File: config.mk
export PLATFORM = sky130hd
export DESIGN_NAME = dual_issue_tx
export DESIGN_NICKNAME = d
export VERILOG_FILES = /design/src/rtl/dual_issue_tx.sv
export SDC_FILE = /design/constraint.sdc
export NUM_CORES = 1
export LEC_CHECK = 0
export ABC_AREA = 1
export ABC_CLOCK_PERIOD_IN_PS = 2680
export BUFFER_PORTS_ARGS = -buffer_cell sky130_fd_sc_hd__buf_2
export CORE_ASPECT_RATIO = 1.1
export CORE_MARGIN = 4
export CORE_UTILIZATION = 30
export DETAILED_ROUTE_END_ITERATION = 12
export GPL_ROUTABILITY_DRIVEN = 0
export SYNTH_ARGS = -nofsm -noshare
export SYNTH_HDL_FRONTEND = slang
export SYNTH_SLANG_ARGS = --single-unit
File: constraint.sdc
create_clock -name clk_i -period 2.68 [get_ports clk_i]
set_clock_uncertainty 0.1 [all_clocks]
set_input_delay 0.134 -clock clk_i [delete_from_list [all_inputs] [get_ports clk_i]]
set_output_delay 0.134 -clock clk_i [all_outputs]
set_load 0.005 [all_outputs]
File: src/rtl/dual_issue_tx.sv
// Two-entry transmit staging buffer driving the producer side of the dual-issue
// valid/rdy protocol; accepts 0/1/2 in-order items per cycle, emits them in order.
module dual_issue_tx #(
  parameter int unsigned Width    = 32,
  parameter bit          PassThru = 1'b0,
  parameter int unsigned CntW     = 16
) (
  input  logic             clk_i,
  input  logic             rst_ni,
  input  logic             flush_i,
  input  logic [1:0]       in_valid_i,
  input  logic [Width-1:0] in_data0_i,
  input  logic [Width-1:0] in_data1_i,
  output logic [1:0]       in_rdy_o,
  output logic [1:0]       tx_valid_o,
  output logic [Width-1:0] tx_data0_o,
  output logic [Width-1:0] tx_data1_o,
  input  logic [1:0]       tx_rdy_i,
  output logic [CntW-1:0]  tx_cnt_o
);

  typedef enum logic [1:0] {
    EMPTY = 2'd0,
    ONE   = 2'd1,
    TWO   = 2'd2
  } occ_e;

  occ_e             occ_q, occ_d;
  logic [1:0]       occ;
  logic [Width-1:0] slot0_q, slot1_q, slot0_d, slot1_d;
  logic [1:0]       n_out, n_in, room, k;
  logic [1:0]       tx_valid_d;

  assign occ        = occ_q;
  assign tx_data0_o = slot0_q;
  assign tx_data1_o = slot1_q;

  always_comb begin
    n_out = 2'd0;
    if (tx_valid_o == 2'b11 && tx_rdy_i == 2'b11) n_out = 2'd2;
    else if (tx_valid_o[0] && tx_rdy_i[0])        n_out = 2'd1;

    // n_out never exceeds occupancy, so room stays within 0..2
    room = 2'd2 - occ;
    if (PassThru) room = room + n_out;

    in_rdy_o = 2'b00;
    if (room >= 2'd2)      in_rdy_o = 2'b11;
    else if (room == 2'd1) in_rdy_o = 2'b01;

    n_in = 2'd0;
    if (in_rdy_o == 2'b11 && in_valid_i == 2'b11) n_in = 2'd2;
    else if (in_rdy_o[0] && in_valid_i[0])        n_in = 2'd1;

    k     = occ - n_out;
    occ_d = occ_e'(k + n_in);

    slot0_d = slot0_q;
    slot1_d = slot1_q;
    if (k == 2'd1 && n_out == 2'd1) slot0_d = slot1_q;
    if (n_in != 2'd0) begin
      if (k == 2'd0)      slot0_d = in_data0_i;
      else if (k == 2'd1) slot1_d = in_data0_i;
    end
    if (n_in == 2'd2) slot1_d = in_data1_i;

    case (occ_d)
      EMPTY:   tx_valid_d = 2'b00;
      ONE:     tx_valid_d = 2'b01;
      default: tx_valid_d = 2'b11;
    endcase
  end

  always_ff @(posedge clk_i) begin
    if (!rst_ni) begin
      occ_q      <= EMPTY;
      slot0_q    <= '0;
      slot1_q    <= '0;
      tx_cnt_o   <= '0;
      tx_valid_o <= 2'b00;
    end else if (flush_i) begin
      occ_q      <= EMPTY;
      tx_cnt_o   <= '0;
      tx_valid_o <= 2'b00;
    end else begin
      occ_q      <= occ_d;
      slot0_q    <= slot0_d;
      slot1_q    <= slot1_d;
      tx_cnt_o   <= tx_cnt_o + CntW'(n_out);
      tx_valid_o <= tx_valid_d;
    end
  end

  a_tx_valid_legal: assert property (@(posedge clk_i) disable iff (!rst_ni)
    tx_valid_o[1] |-> tx_valid_o[0]);
  a_in_rdy_legal: assert property (@(posedge clk_i) disable iff (!rst_ni)
    in_rdy_o[1] |-> in_rdy_o[0]);

endmodule

## After elaboration in Yosys (flattened, before gate mapping)

Cells that the tools add are included.

- Register bits after elaboration: 84
- Bits in latches: 0
- RAM bits: 0
- Bits in read-only memories: 0
- Bits of input ports: 71
- Word-level logic and storage cells: 48
- Memories kept: 0

- Add/sub/neg operators: 4
- $mul: 0
- Div/mod/pow operators: 0
- Magnitude comparators: 1
- Equal/unequal tests: 10
- Shift-type cells: 0
- Mux-type cells: 14
- Bitwise logic cells: 2
- Reductions and logical operators: 12

Operator list:

| cell | count |
|---|---|
| $mux 32 | 7 |
| $add 16x2->16 | 1 |
| $eq 2x2->1 const B | 5 |
| $eq 2x1->1 const B | 4 |
| $mux 2 | 3 |
| $reduce_bool 2->1 | 3 |
| $logic_and 1x1->1 | 5 |
| $logic_not 2->1 | 2 |
| $pmux 2 s2 | 1 |
| $reduce_and 4->1 | 1 |
| $mux 1 | 3 |
| $add 2x2->2 | 1 |
| $ge 2x2->1 const B | 1 |
| $ne 2x1->1 const B | 1 |
| $not 1->1 | 2 |
| $reduce_or 2->1 | 1 |
| $sub 2x2->2 | 1 |
| $sub 2x2->2 const A | 1 |

## Longest topological paths before layout

- Depth after elaboration: 10
- Depth in mapped cells: 13

## Least setup slack after synthesis

No wires, ideal clock.

- Path kind: register -> register
- From: reg occ_q[0], in the netlist occ[0]
- To: reg slot1_q[24], in the netlist tx_data1_o[24]
- Arrival time: 1871 ps
- Required time: 2465 ps
- Slack: 594 ps
- Stages on the path, launching flop included: 12
- Path buffers: 3
- Clock period less this slack: 2086 ps
- Cells stage by stage: dfxtp_1 -> inv_2 -> clkbuf_1 -> ha_1 -> nand3_1 -> buf_2 -> clkbuf_1 -> o21ai_0 -> inv_1 -> nand3_1 -> nand2_1 -> nor2_1

- Elaborated cells between the ends (all ways): 20

RTL lines:

| item | RTL line | source |
|---|---|---|
| start: declaration | 28 | `occ_e occ_q, occ_d;` |
| start signal: assignment | 76 | `occ_q <= EMPTY;` |
| start signal: assignment | 82 | `occ_q <= EMPTY;` |
| start signal: assignment | 86 | `occ_q <= occ_d;` |
| $sub 2x2->2 (*) | 44 | `room = 2'd2 - occ;` |
| $ge 2x2->1 (*) | 48 | `if (room >= 2'd2) in_rdy_o = 2'b11;` |
| $mux 2 (*) | 48 |  |
| via in_rdy_o[1] | 14 | `output logic [1:0] in_rdy_o,` |
| $eq 2x2->1 (*) | 52 | `if (in_rdy_o == 2'b11 && in_valid_i == 2'b11) n_in = 2'd2;` |
| $logic_and 1x1->1 (*) | 52 |  |
| $mux 2 (*) | 52 |  |
| $eq 2x2->1 or $reduce_bool 2->1 (tied branches) | 65, 61 |  |
| $ne 2x1->1 (no line) or $reduce_bool 2->1 (tied branches) | -- |  |
| $reduce_and 4->1 (no line) | -- |  |
| end signal: assignment | 88 | `slot1_q <= slot1_d;` |
| end: declaration | 30 | `logic [Width-1:0] slot0_q, slot1_q, slot0_d, slot1_d;` |

Mark *: on every way through the listed nets, which the timed path passes. The rest lies on a longest branch.
A chain may end at the register's enable or synchronous reset.

## Final worst setup path

- From: reg tx_valid_o[1]
- To: reg slot0_q[24], in the netlist tx_data0_o[24]

- Longest elaborated chain between the ends: 9
- Elaborated cells between the ends (all ways): 11

RTL lines:

| item | RTL line | source |
|---|---|---|
| start: declaration | 15 | `output logic [1:0] tx_valid_o,` |
| start signal: assignment | 90 | `tx_valid_o <= tx_valid_d;` |
| $eq 2x2->1 (*) | 40 | `if (tx_valid_o == 2'b11 && tx_rdy_i == 2'b11) n_out = 2'd2;` |
| $logic_and 1x1->1 (*) | 40 |  |
| $mux 2 (*) | 40 |  |
| $sub 2x2->2 | 55 | `k = occ - n_out;` |
| $eq 2x1->1 | 60 | `if (k == 2'd1 && n_out == 2'd1) slot0_d = slot1_q;` |
| $logic_and 1x1->1 | 60 |  |
| $mux 32 | 60 |  |
| $mux 32 | 62 | `if (k == 2'd0) slot0_d = in_data0_i;` |
| $mux 32 (*) | 61 | `if (n_in != 2'd0) begin` |
| end signal: assignment | 87 | `slot0_q <= slot0_d;` |
| end: declaration | 30 |  |

Every way passes the cells marked *; elsewhere a longest branch is shown, timed or not.

==> qor.txt <==
# nets final = 951
area of the mapped netlist = 4611 sq um
drt via density = 4.791
setup violators final = 0
outcome = complete, no violations
P_leak = 0.003083 uW
number of global-route vias before repair = 4807
layout cell share with drive strength beyond 1 = 22.16%
I/O Buffers = 154
Power, Total = 3416 uW
area of the core = 15050 sq um
# IOs = 155
CTS buffer count = 9
syn avg cell area = 6.448 sq um
max-slew violations = 0
# diodes = 0
combinational power share = 23.2%
Residual DRC = 0
Initial DRC Count = 261
syn_nets = 790
CTS resizes = 0
Overflow after GRT = 0
via count = 5155
Int Pwr = 2355 uW
CP Data Required Time = 2810 ps
worst slew pin tran = 672.0 ps
Routed Antenna Nets = 0
final hold vios = 0
post-synthesis register bit count = 83
Crit Path Max Fanout = 50
DRT Pass-1 Iters = 4
Sw Pwr = 1061 uW
Tmin final = 2333 ps
DP Wirelength = 10.36 mm
Cell variety after synth = 27
area of the die = 17420 sq um
Clock Latency Late Sink = 340 ps
Rel. slew slack = 55.20%
pwr dens = 558.9 nW/um^2
clk slew on worst S/H paths = 60 ps
Worst Hold Class = primary input to register
first-pass GRT wire length = 25.30 mm
RSZ-0062 raised after global routing = false
CTS root buffer = clkbuf_16
max-cap violations = 0
CTS tree = yes
Seq pwr share = 41.6%
initial antenna violation count = 0
clock sinks = 83
largest net degree at the start of global routing = 65
GRT Util Overall = 17.55%
startpoint types = register
sw frac = 31.06%
share of total power in the clock network = 35.2%
Cells after Synth = 715
Seq/Total Area, Yosys = 36.04%
# rows = 47
critical path class = register to register
Chip Width = 126.2 um
Synth Warn # = 0
worst IR drop on VDD = 381.8 uV
WL/cell = 14.10 um
Die H = 138.0 um
H-tree Lvls = 3
setup TNS = 0 ps
Syn-to-layout area delta = 32.54%
critical path arrival = 2460 ps
max frequency = 428.5 MHz
final period utilization = 87.07%
Worst Setup End Kind = register
post-CTS setup repair buffer count = 0
Initial Utilization = 30.63%
clock tree buffer depth = 2
final wirelength = 15.17 mm
hold_ws = 134.5 ps
kinds of logic after synthesis:
kind of cell               synth area share [%]
xor gates and xnor gates                 0.5700
AOI/OAI and AO/OA                         14.90
buffers and inverters                     12.37
and+or+nand+nor                           34.87
adders and majority gates                 1.248
DFF                                       36.04
final cells by class:
| type | instances | area, sq um |
|---|---|---|
| Sequential cell | 83 | 1663 |
| Inverter | 86 | 322.8 |
| Clock inverter | 2 | 10.01 |
| Multi-Input combinational cell | 495 | 2384 |
| Timing Repair Buffer | 201 | 1216 |
| Clock buffer | 13 | 270.3 |
| Tap cell | 196 | 245.2 |
| Fill cell | 1690 | 8944 |
path summary, 6_finish.rpt:
kind                                                  from                     endpoint  depth (start not counted)  slack (ps)
worst min-delay path                         in_data1_i[8]   tx_data1_o[8]$_SDFFE_PN0P_                          7         130
worst min register to register  tx_data0_o[6]$_SDFFE_PN0N_   tx_data0_o[6]$_SDFFE_PN0N_                          2         370
worst max register to register    tx_valid_o[1]$_SDFF_PP0_  tx_data0_o[24]$_SDFFE_PN0N_                          7         350
worst max-delay path              tx_valid_o[1]$_SDFF_PP0_  tx_data0_o[24]$_SDFFE_PN0N_                          7         350
cells in the mapped netlist (all sizes together):
master	instances	area share (%)
a21oi	45	5.1
buf	22	3.0
clkbuf	29	2.4
dfxtp	83	36
fa	1	0.43
ha	3	0.81
inv	86	7.0
nand2	199	17
nand3	74	8.2
nand4	37	5.0
nor2	52	4.2
nor3	5	0.54
nor3b	1	0.16
o211ai	32	5.2
o21ai	42	4.6
or2	1	0.14
xnor2	1	0.19
xor2	2	0.38
per-stage QoR:
| stage | utilization [%] | std cells | area [sq um] | worst slack (ps) |
|---|---|---|---|---|
| final | 40.59 | 1076 | 6111 | 346.5 |
| after global routing | 40.59 | 1076 | 6111 | 140.7 |
| after CTS | 40.59 | 1076 | 6111 | 349.2 |
| after detailed placement | 36.60 | 1029 | 5510 | 368.6 |
| after global placement | 36.60 | 1029 | 5510 | 461.9 |
| after floorplan | - | 715 | 4611 | 593.8 |
critical path, cell delays in order, from the launching register on:
cell	delay, ps
dfxtp_2	360
ha_1	350
nand3_2	320
nand2_1	190
nand3_2	290
buf_12	290
o211ai_1	210
nand2_1	60
repair_timing:
action,CTS,global route
hold buffers,32,0
endpoints found under the setup margin,0,0
hold endpoints to repair,32,0
power by group through the flow:
| stage | Clock, uW | Sequential (uW) | Combinational, uW |
|---|---|---|---|
| after detailed placement | 0 | 1450 | 762 |
| after global routing | 1280 | 1440 | 902 |
| after global placement | 0 | 1450 | 754 |
| after floorplan | 0 | 1440 | 477 |
| final | 1200 | 1420 | 791 |
| after CTS | 1230 | 1420 | 798 |
registers in the layout, summed over array words and instances (netlist names):
signal      flops
occ             1
tx_data0_o     32
tx_cnt_o       16
tx_valid_o      2
tx_data1_o     32
cells in the final DEF, fill, tap and decap left out, drive strengths merged, types with 13 or more instances in the layout:
cell type,synthesis,routed
nand4,37,37
o21ai,42,42
nand2,199,199
nand3,74,74
inv,86,86
nor2,52,52
clkbuf,29,13
dlygate4sd3,0,32
o211ai,32,32
buf,22,169
a21oi,45,45
dfxtp,83,83
routing by layer:
layer,global-route usage [%],wire [um]
met5,0,0
met4,4.461,212
met3,4.861,1056
met2,27.74,6828
met1,23.74,7075
Power figures use the tool's default switching activity.
